## src/rtl/weight_drm_loader_if.sv

```systemverilog
// Stream-in / DRM-write-out bundle of the weight DRM loader.
// The slave modport is the loader itself; master is the upstream source plus DRM write port observer.
interface weight_drm_loader_if #(
  parameter int IN_WIDTH      = 36,
  parameter int DRM_NUM       = 9,
  parameter int WR_ADDR_DEPTH = 10
);
  localparam int OUT_WIDTH = IN_WIDTH * DRM_NUM;

  logic [IN_WIDTH-1:0]      s_data;
  logic                     s_valid;
  logic                     s_ready;
  logic [OUT_WIDTH-1:0]     WeightDRM_data_wr;
  logic                     WeightDRM_valid_wr;
  logic [WR_ADDR_DEPTH-1:0] WeightDRM_addr_wr;

  modport slave (
    input  s_data, s_valid,
    output s_ready, WeightDRM_data_wr, WeightDRM_valid_wr, WeightDRM_addr_wr
  );

  modport master (
    output s_data, s_valid,
    input  s_ready, WeightDRM_data_wr, WeightDRM_valid_wr, WeightDRM_addr_wr
  );
endinterface

```

## src/rtl/weight_drm_loader.sv

```systemverilog
// Packs DRM_NUM consecutive stream beats into one DRM write word and writes the words
// to consecutive addresses starting at a configured base; one job per cfg_start.
module weight_drm_loader #(
  parameter int IN_WIDTH      = 36,
  parameter int DRM_NUM       = 9,
  parameter int WR_ADDR_DEPTH = 10
) (
  input  logic                     clk,
  input  logic                     rstn,
  input  logic                     cfg_start,
  input  logic [WR_ADDR_DEPTH-1:0] cfg_base_addr,
  input  logic [WR_ADDR_DEPTH:0]   cfg_word_num,
  weight_drm_loader_if.slave       bus,
  output logic                     busy,
  output logic                     done
);
  localparam int OUT_WIDTH = IN_WIDTH * DRM_NUM;
  localparam int LANE_W    = (DRM_NUM > 1) ? $clog2(DRM_NUM) : 1;
  localparam int CNT_W     = WR_ADDR_DEPTH + 1;

  localparam logic [1:0] ST_IDLE = 2'd0;
  localparam logic [1:0] ST_LOAD = 2'd1;
  localparam logic [1:0] ST_DONE = 2'd2;

  logic [1:0]               state;
  logic [LANE_W-1:0]        lane_cnt;
  logic [CNT_W-1:0]         words_left;
  logic [WR_ADDR_DEPTH-1:0] cur_addr;
  logic [IN_WIDTH-1:0]      lane_buf [DRM_NUM-1];

  logic [OUT_WIDTH-1:0]     wr_data;
  logic [WR_ADDR_DEPTH-1:0] wr_addr;
  logic                     wr_valid;
  logic [OUT_WIDTH-1:0]     packed_word;
  logic                     last_lane;
  logic                     beat_fire;

  // Ready comes straight from the state register so s_valid never feeds back into s_ready.
  assign bus.s_ready            = (state == ST_LOAD);
  assign bus.WeightDRM_data_wr  = wr_data;
  assign bus.WeightDRM_addr_wr  = wr_addr;
  assign bus.WeightDRM_valid_wr = wr_valid;
  assign busy                   = (state != ST_IDLE);

  assign beat_fire = (state == ST_LOAD) && bus.s_valid;
  assign last_lane = (lane_cnt == LANE_W'(DRM_NUM - 1));

  // The final beat of a word bypasses the buffer and lands in the top lane directly.
  always_comb begin
    // NOTE: blocking assignments in combinational logic, with a default first so no latch is inferred.
    packed_word = '0;
    for (int k = 0; k < DRM_NUM - 1; k++) begin
      packed_word[k*IN_WIDTH +: IN_WIDTH] = lane_buf[k];
    end
    packed_word[(DRM_NUM-1)*IN_WIDTH +: IN_WIDTH] = bus.s_data;
  end

  always_ff @(posedge clk or negedge rstn) begin
    if (!rstn) begin
      state      <= ST_IDLE;
      lane_cnt   <= '0;
      words_left <= '0;
      cur_addr   <= '0;
      wr_data    <= '0;
      wr_addr    <= '0;
      wr_valid   <= 1'b0;
      done       <= 1'b0;
      // NOTE: the lane buffer is a handful of flops, so it is cleared with everything else.
      for (int k = 0; k < DRM_NUM - 1; k++) begin
        lane_buf[k] <= '0;
      end
    end else begin
      // NOTE: state updates use non-blocking assignments; strobes default low each cycle.
      wr_valid <= 1'b0;
      done     <= 1'b0;
      case (state)
        ST_IDLE: begin
          if (cfg_start) begin
            if (cfg_word_num == '0) begin
              done <= 1'b1;
            end else begin
              cur_addr   <= cfg_base_addr;
              words_left <= cfg_word_num;
              lane_cnt   <= '0;
              state      <= ST_LOAD;
            end
          end
        end

        ST_LOAD: begin
          if (beat_fire) begin
            if (last_lane) begin
              wr_data    <= packed_word;
              wr_addr    <= cur_addr;
              wr_valid   <= 1'b1;
              cur_addr   <= cur_addr + WR_ADDR_DEPTH'(1);
              lane_cnt   <= '0;
              words_left <= words_left - CNT_W'(1);
              if (words_left == CNT_W'(1)) begin
                state <= ST_DONE;
                done  <= 1'b1;
              end
            end else begin
              for (int k = 0; k < DRM_NUM - 1; k++) begin
                if (lane_cnt == LANE_W'(k)) lane_buf[k] <= bus.s_data;
              end
              lane_cnt <= lane_cnt + LANE_W'(1);
            end
          end
        end

        ST_DONE: state <= ST_IDLE;

        default: state <= ST_IDLE;
      endcase
    end
  end
endmodule

```

## src/flat_wrapper.sv

```systemverilog
// flat-port wrapper written by rule: the top's interface ports become plain ports
module weight_drm_loader_flat 
#(
  parameter int IN_WIDTH      = 36,
  parameter int DRM_NUM       = 9,
  parameter int WR_ADDR_DEPTH = 10
)
  (clk, rstn, cfg_start, cfg_base_addr, cfg_word_num, busy, done, bus_s_data, bus_s_valid, bus_s_ready, bus_WeightDRM_data_wr, bus_WeightDRM_valid_wr, bus_WeightDRM_addr_wr);
  weight_drm_loader_if #(.IN_WIDTH(IN_WIDTH), .DRM_NUM(DRM_NUM), .WR_ADDR_DEPTH(WR_ADDR_DEPTH)) bus_i ();
  input  logic clk;
  input  logic rstn;
  input  logic cfg_start;
  input  logic [WR_ADDR_DEPTH-1:0] cfg_base_addr;
  input  logic [WR_ADDR_DEPTH:0] cfg_word_num;
  output logic busy;
  output logic done;
  input wire logic [$bits(bus_i.s_data)-1:0] bus_s_data;
  input wire logic [$bits(bus_i.s_valid)-1:0] bus_s_valid;
  output wire logic [$bits(bus_i.s_ready)-1:0] bus_s_ready;
  output wire logic [$bits(bus_i.WeightDRM_data_wr)-1:0] bus_WeightDRM_data_wr;
  output wire logic [$bits(bus_i.WeightDRM_valid_wr)-1:0] bus_WeightDRM_valid_wr;
  output wire logic [$bits(bus_i.WeightDRM_addr_wr)-1:0] bus_WeightDRM_addr_wr;
  assign bus_i.s_data = bus_s_data;
  assign bus_i.s_valid = bus_s_valid;
  assign bus_s_ready = bus_i.s_ready;
  assign bus_WeightDRM_data_wr = bus_i.WeightDRM_data_wr;
  assign bus_WeightDRM_valid_wr = bus_i.WeightDRM_valid_wr;
  assign bus_WeightDRM_addr_wr = bus_i.WeightDRM_addr_wr;
  weight_drm_loader #(.IN_WIDTH(IN_WIDTH), .DRM_NUM(DRM_NUM), .WR_ADDR_DEPTH(WR_ADDR_DEPTH)) u_core (.clk(clk), .rstn(rstn), .cfg_start(cfg_start), .cfg_base_addr(cfg_base_addr), .cfg_word_num(cfg_word_num), .bus(bus_i), .busy(busy), .done(done));
endmodule
```

## config.mk

```make
export PLATFORM = sky130hd
export DESIGN_NAME = weight_drm_loader_flat
export DESIGN_NICKNAME = d
export VERILOG_FILES = /design/src/rtl/weight_drm_loader_if.sv /design/src/rtl/weight_drm_loader.sv /design/src/flat_wrapper.sv
export SDC_FILE = /design/constraint.sdc
export NUM_CORES = 1
export LEC_CHECK = 0
export CORE_MARGIN = 1
export CORE_UTILIZATION = 35
export CTS_CLUSTER_DIAMETER = 200
export DETAILED_ROUTE_END_ITERATION = 16
export SLEW_MARGIN = 20
export SYNTH_ARGS = -nofsm -noshare
export SYNTH_HDL_FRONTEND = slang
export SYNTH_SLANG_ARGS = --single-unit
```

## constraint.sdc

```tcl
create_clock -name clk -period 4.1 [get_ports clk]
set_input_delay 0.82 -clock clk [delete_from_list [all_inputs] [get_ports clk]]
set_output_delay 0.82 -clock clk [all_outputs]
set_load 0.01 [all_outputs]
```

==> summary.txt <==
GRT
  – First-pass GRT wire length: 106000 microns
  – GRT overflow: 0
  – Number of global-route vias before repair: 17893
  – Pin count of the biggest net entering global routing: 187
  – Initial antenna violation count: 1
  – Total track usage: 19.2%

Power and ir drop
  – Peak VDD IR: 0.404 mV
  – Leakage power: 15.9 nW
  – Power per Cell Area: 782 nW/um^2
  – Tot Pwr: 25.6 mW

Layout
  – Layout cells sized above 1: 8.32%
  – Final #Nets: 2690
  – Most common cell after layout, fill and taps aside: nand2_1
  – Area Overhead vs Synth: 31.4%
  – Final std cells w/o fill: 3620
  – Util after Layout: 46.6%
  – Antenna Cells: 0
  – Fin area: 32700 sq um
  – Commonest cells after routing, fill and taps aside: nand2_1 (1015), dfrtp_1 (651), clkdlybuf4s50_1 (397)

STA
  – Setup TNS: 0 ns
  – Max Slew Vio Count: 0
  – Final setup viols: 0
  – Least-Margin Pin Slew: 1.01 ns
  – Final worst-path setup slack: 0.752 ns
  – Period utilization: 81.7%
  – Setup Skew: 0.0121 ns
  – FMAX: 299 MHz
  – Fin crit period: 3.35 ns
  – Rel. slew slack: 32.4%
  – RSZ-0062 raised after global routing: no
  – Fin. Hold Viols: 0
  – Worst hold slack: 0.319 ns

Setup path
  – Slowest stage delay, CP: 0.72 ns
  – Critical Path RT: 3.28 ns
  – R2R depth: 6
  – Setup CP Type: register to primary output
  – Critical Path Fanout Max: 35
  – CP Cell Sequence: nand2b_1, inv_2, buf_4, clkdlybuf4s50_1
  – Number of cells on the critical path: 4
  – WP data arrival: 2.53 ns
  – CP startpoint kind: register
  – Critical path buffer and inverter count: 3
  – Capturing element type of the critical path: primary output
  – Delay-heaviest family, CP: buffers and inverters
  – CP max stage cell: dfrtp_1

Drt
  – Number of DRC markers in iteration 0: 1053
  – Routed wire length: 68500 microns
  – Final ANT Viol Nets: 0
  – DRC Markers: 0
  – Via count: 17380
  – DR vias/cell: 4.80
  – DR WL/cell: 18.9 microns
  – DRT Pass-1 Iters: 5

Clock network
  – Worst-skew pair later-pin latency: 0.60 ns
  – H-tree Lvls: 3
  – Post-CTS Setup Inserts: 0
  – Max Buffers Root-to-Sink: 3
  – CTS Buf Count: 73
  – Clock sinks: 651
  – Resize count post-CTS: 0
  – Root buf cell: clkbuf_16
  – CTS tree: done
  – Clock transition at the registers of the reported paths: 0.06 ns
  – Hold_buf cts: 0

Synthesis
  – Syn_area_per_cell: 11.2 sq um
  – Post-synthesis async set-or-reset flop share: 100%
  – Post-Syn Instances: 2223
  – Synthesized area: 24900 sq um
  – Seq/Total Area, Yosys: 65.5%
  – Main flop type after synthesis: dfrtp_1
  – Synth area leader: dfrtp_1
  – Synth area leaders: dfrtp_1 (65%), nand2_1 (15%), mux2_1 (11%)
  – Syn Nets: 2291
  – Unique masters post-synth: 51
  – Post-synth EDFFs: 0
  – Synth warn: 0
  – Register bit total from synthesis: 651
  – Top cell type's share of synthesized area: 65.5%

Floorplanning
  – Num rows: 97
  – Total die area: 72100 sq um
  – CORE AREA: 70100 sq um
  – Initial core utilization: 35.5%
  – Die Y: 269 microns
  – Die Width: 269 microns
  – # IOs: 399

Placement
  – Port buffer count: 398
  – DP Wirelength: 43600 microns
  – Post-Place Setup Slack: 0.950 ns
  – Inst Count DP: 3487
  – Post-DP Area: 30100 sq um
  – Routability cong.: 0.806

Worst hold path
  – Hold Path Class: primary input to asynchronous set/reset pin

Status
  – Run status: finished, final reports clean

Flow run
  – Max Cap Viol: 0
## registers in the layout (all words and copies together) (netlist names)
signal and count:
u_core.bus.WeightDRM_addr_wr 10, u_core.bus.WeightDRM_data_wr 324, u_core.bus.WeightDRM_valid_wr 1, u_core.cur_addr 10, u_core.done 1, u_core.lane_buf 288
u_core.lane_cnt 4, u_core.state 2, u_core.words_left 11
## worst reg2reg max path: cells and delay by family, from the launching register on
family / cells / cell delay, ns
simple gates: 2 / 0.94
compound gates: 2 / 0.61
fa+ha+maj: 1 / 0.38
buf+inv: 1 / 0.15
flops: 1 / 0.41
## worst paths after layout
kind	start	to	slack, ns
setup / recovery	u_core.state[0]	bus_s_ready	0.75
hold / removal	rstn	u_core.lane_buf[36]	0.32
setup reg to reg	u_core.lane_cnt[0]	u_core.cur_addr[6]	1.46
hold reg to reg	u_core.lane_buf[90]	u_core.bus.WeightDRM_data_wr[198]	0.45
max in group asynchronous	rstn	u_core.lane_buf[117]	2.78
min in group clk	u_core.lane_buf[90]	u_core.bus.WeightDRM_data_wr[198]	0.45
## synth_stat cells, drive strengths merged (3+ instances only)
library cell / count
a31oi: 15
o31ai: 4
a21o: 4
ha: 7
nand4: 3
o21ai: 11
nor2: 8
clkbuf: 50
or2: 4
nand3: 12
nand2: 1023
o22a: 3
dfrtp: 651
buf: 62
nor3: 6
a21oi: 15
nor4: 4
mux2: 288
o32ai: 5
o22ai: 7
inv: 10
## cells by family after synthesis
family | count (synthesis) | synth area share, %
adders and majority gates | 7 | 0.352
and+or+nand+nor | 1075 | 16.8
DFF | 651 | 65.5
buffers and inverters | 122 | 2.10
AOI/OAI and AO/OA | 79 | 2.17
muxes | 289 | 13.1
## power breakdown
group / total [mW] / switching [mW] / internal, mW
sequential: 11.1 / 1.81 / 9.30
clock: 6.98 / 2.68 / 4.30
combinational: 7.48 / 3.44 / 4.03
## cell type report
class | count | area [sq um]
fillers | 6498 | 37500
repair buffers | 436 | 4490
multi-input cells | 1450 | 8080
well taps | 940 | 1180
clock buffers | 109 | 2240
clock inverters | 24 | 380
flip-flops and latches | 651 | 16300
inverters | 10 | 45.0
## routing by layer
metal  global-route usage [%]  wire (microns)  vias up
met5                        0               0        -
met3                     3.50            3540       76
met4                     5.65            1380        0
met2                     31.1           32900      445
li1                         -               -     7982
met1                     26.2           30700     8877
(Power assumes the default switching activity.)
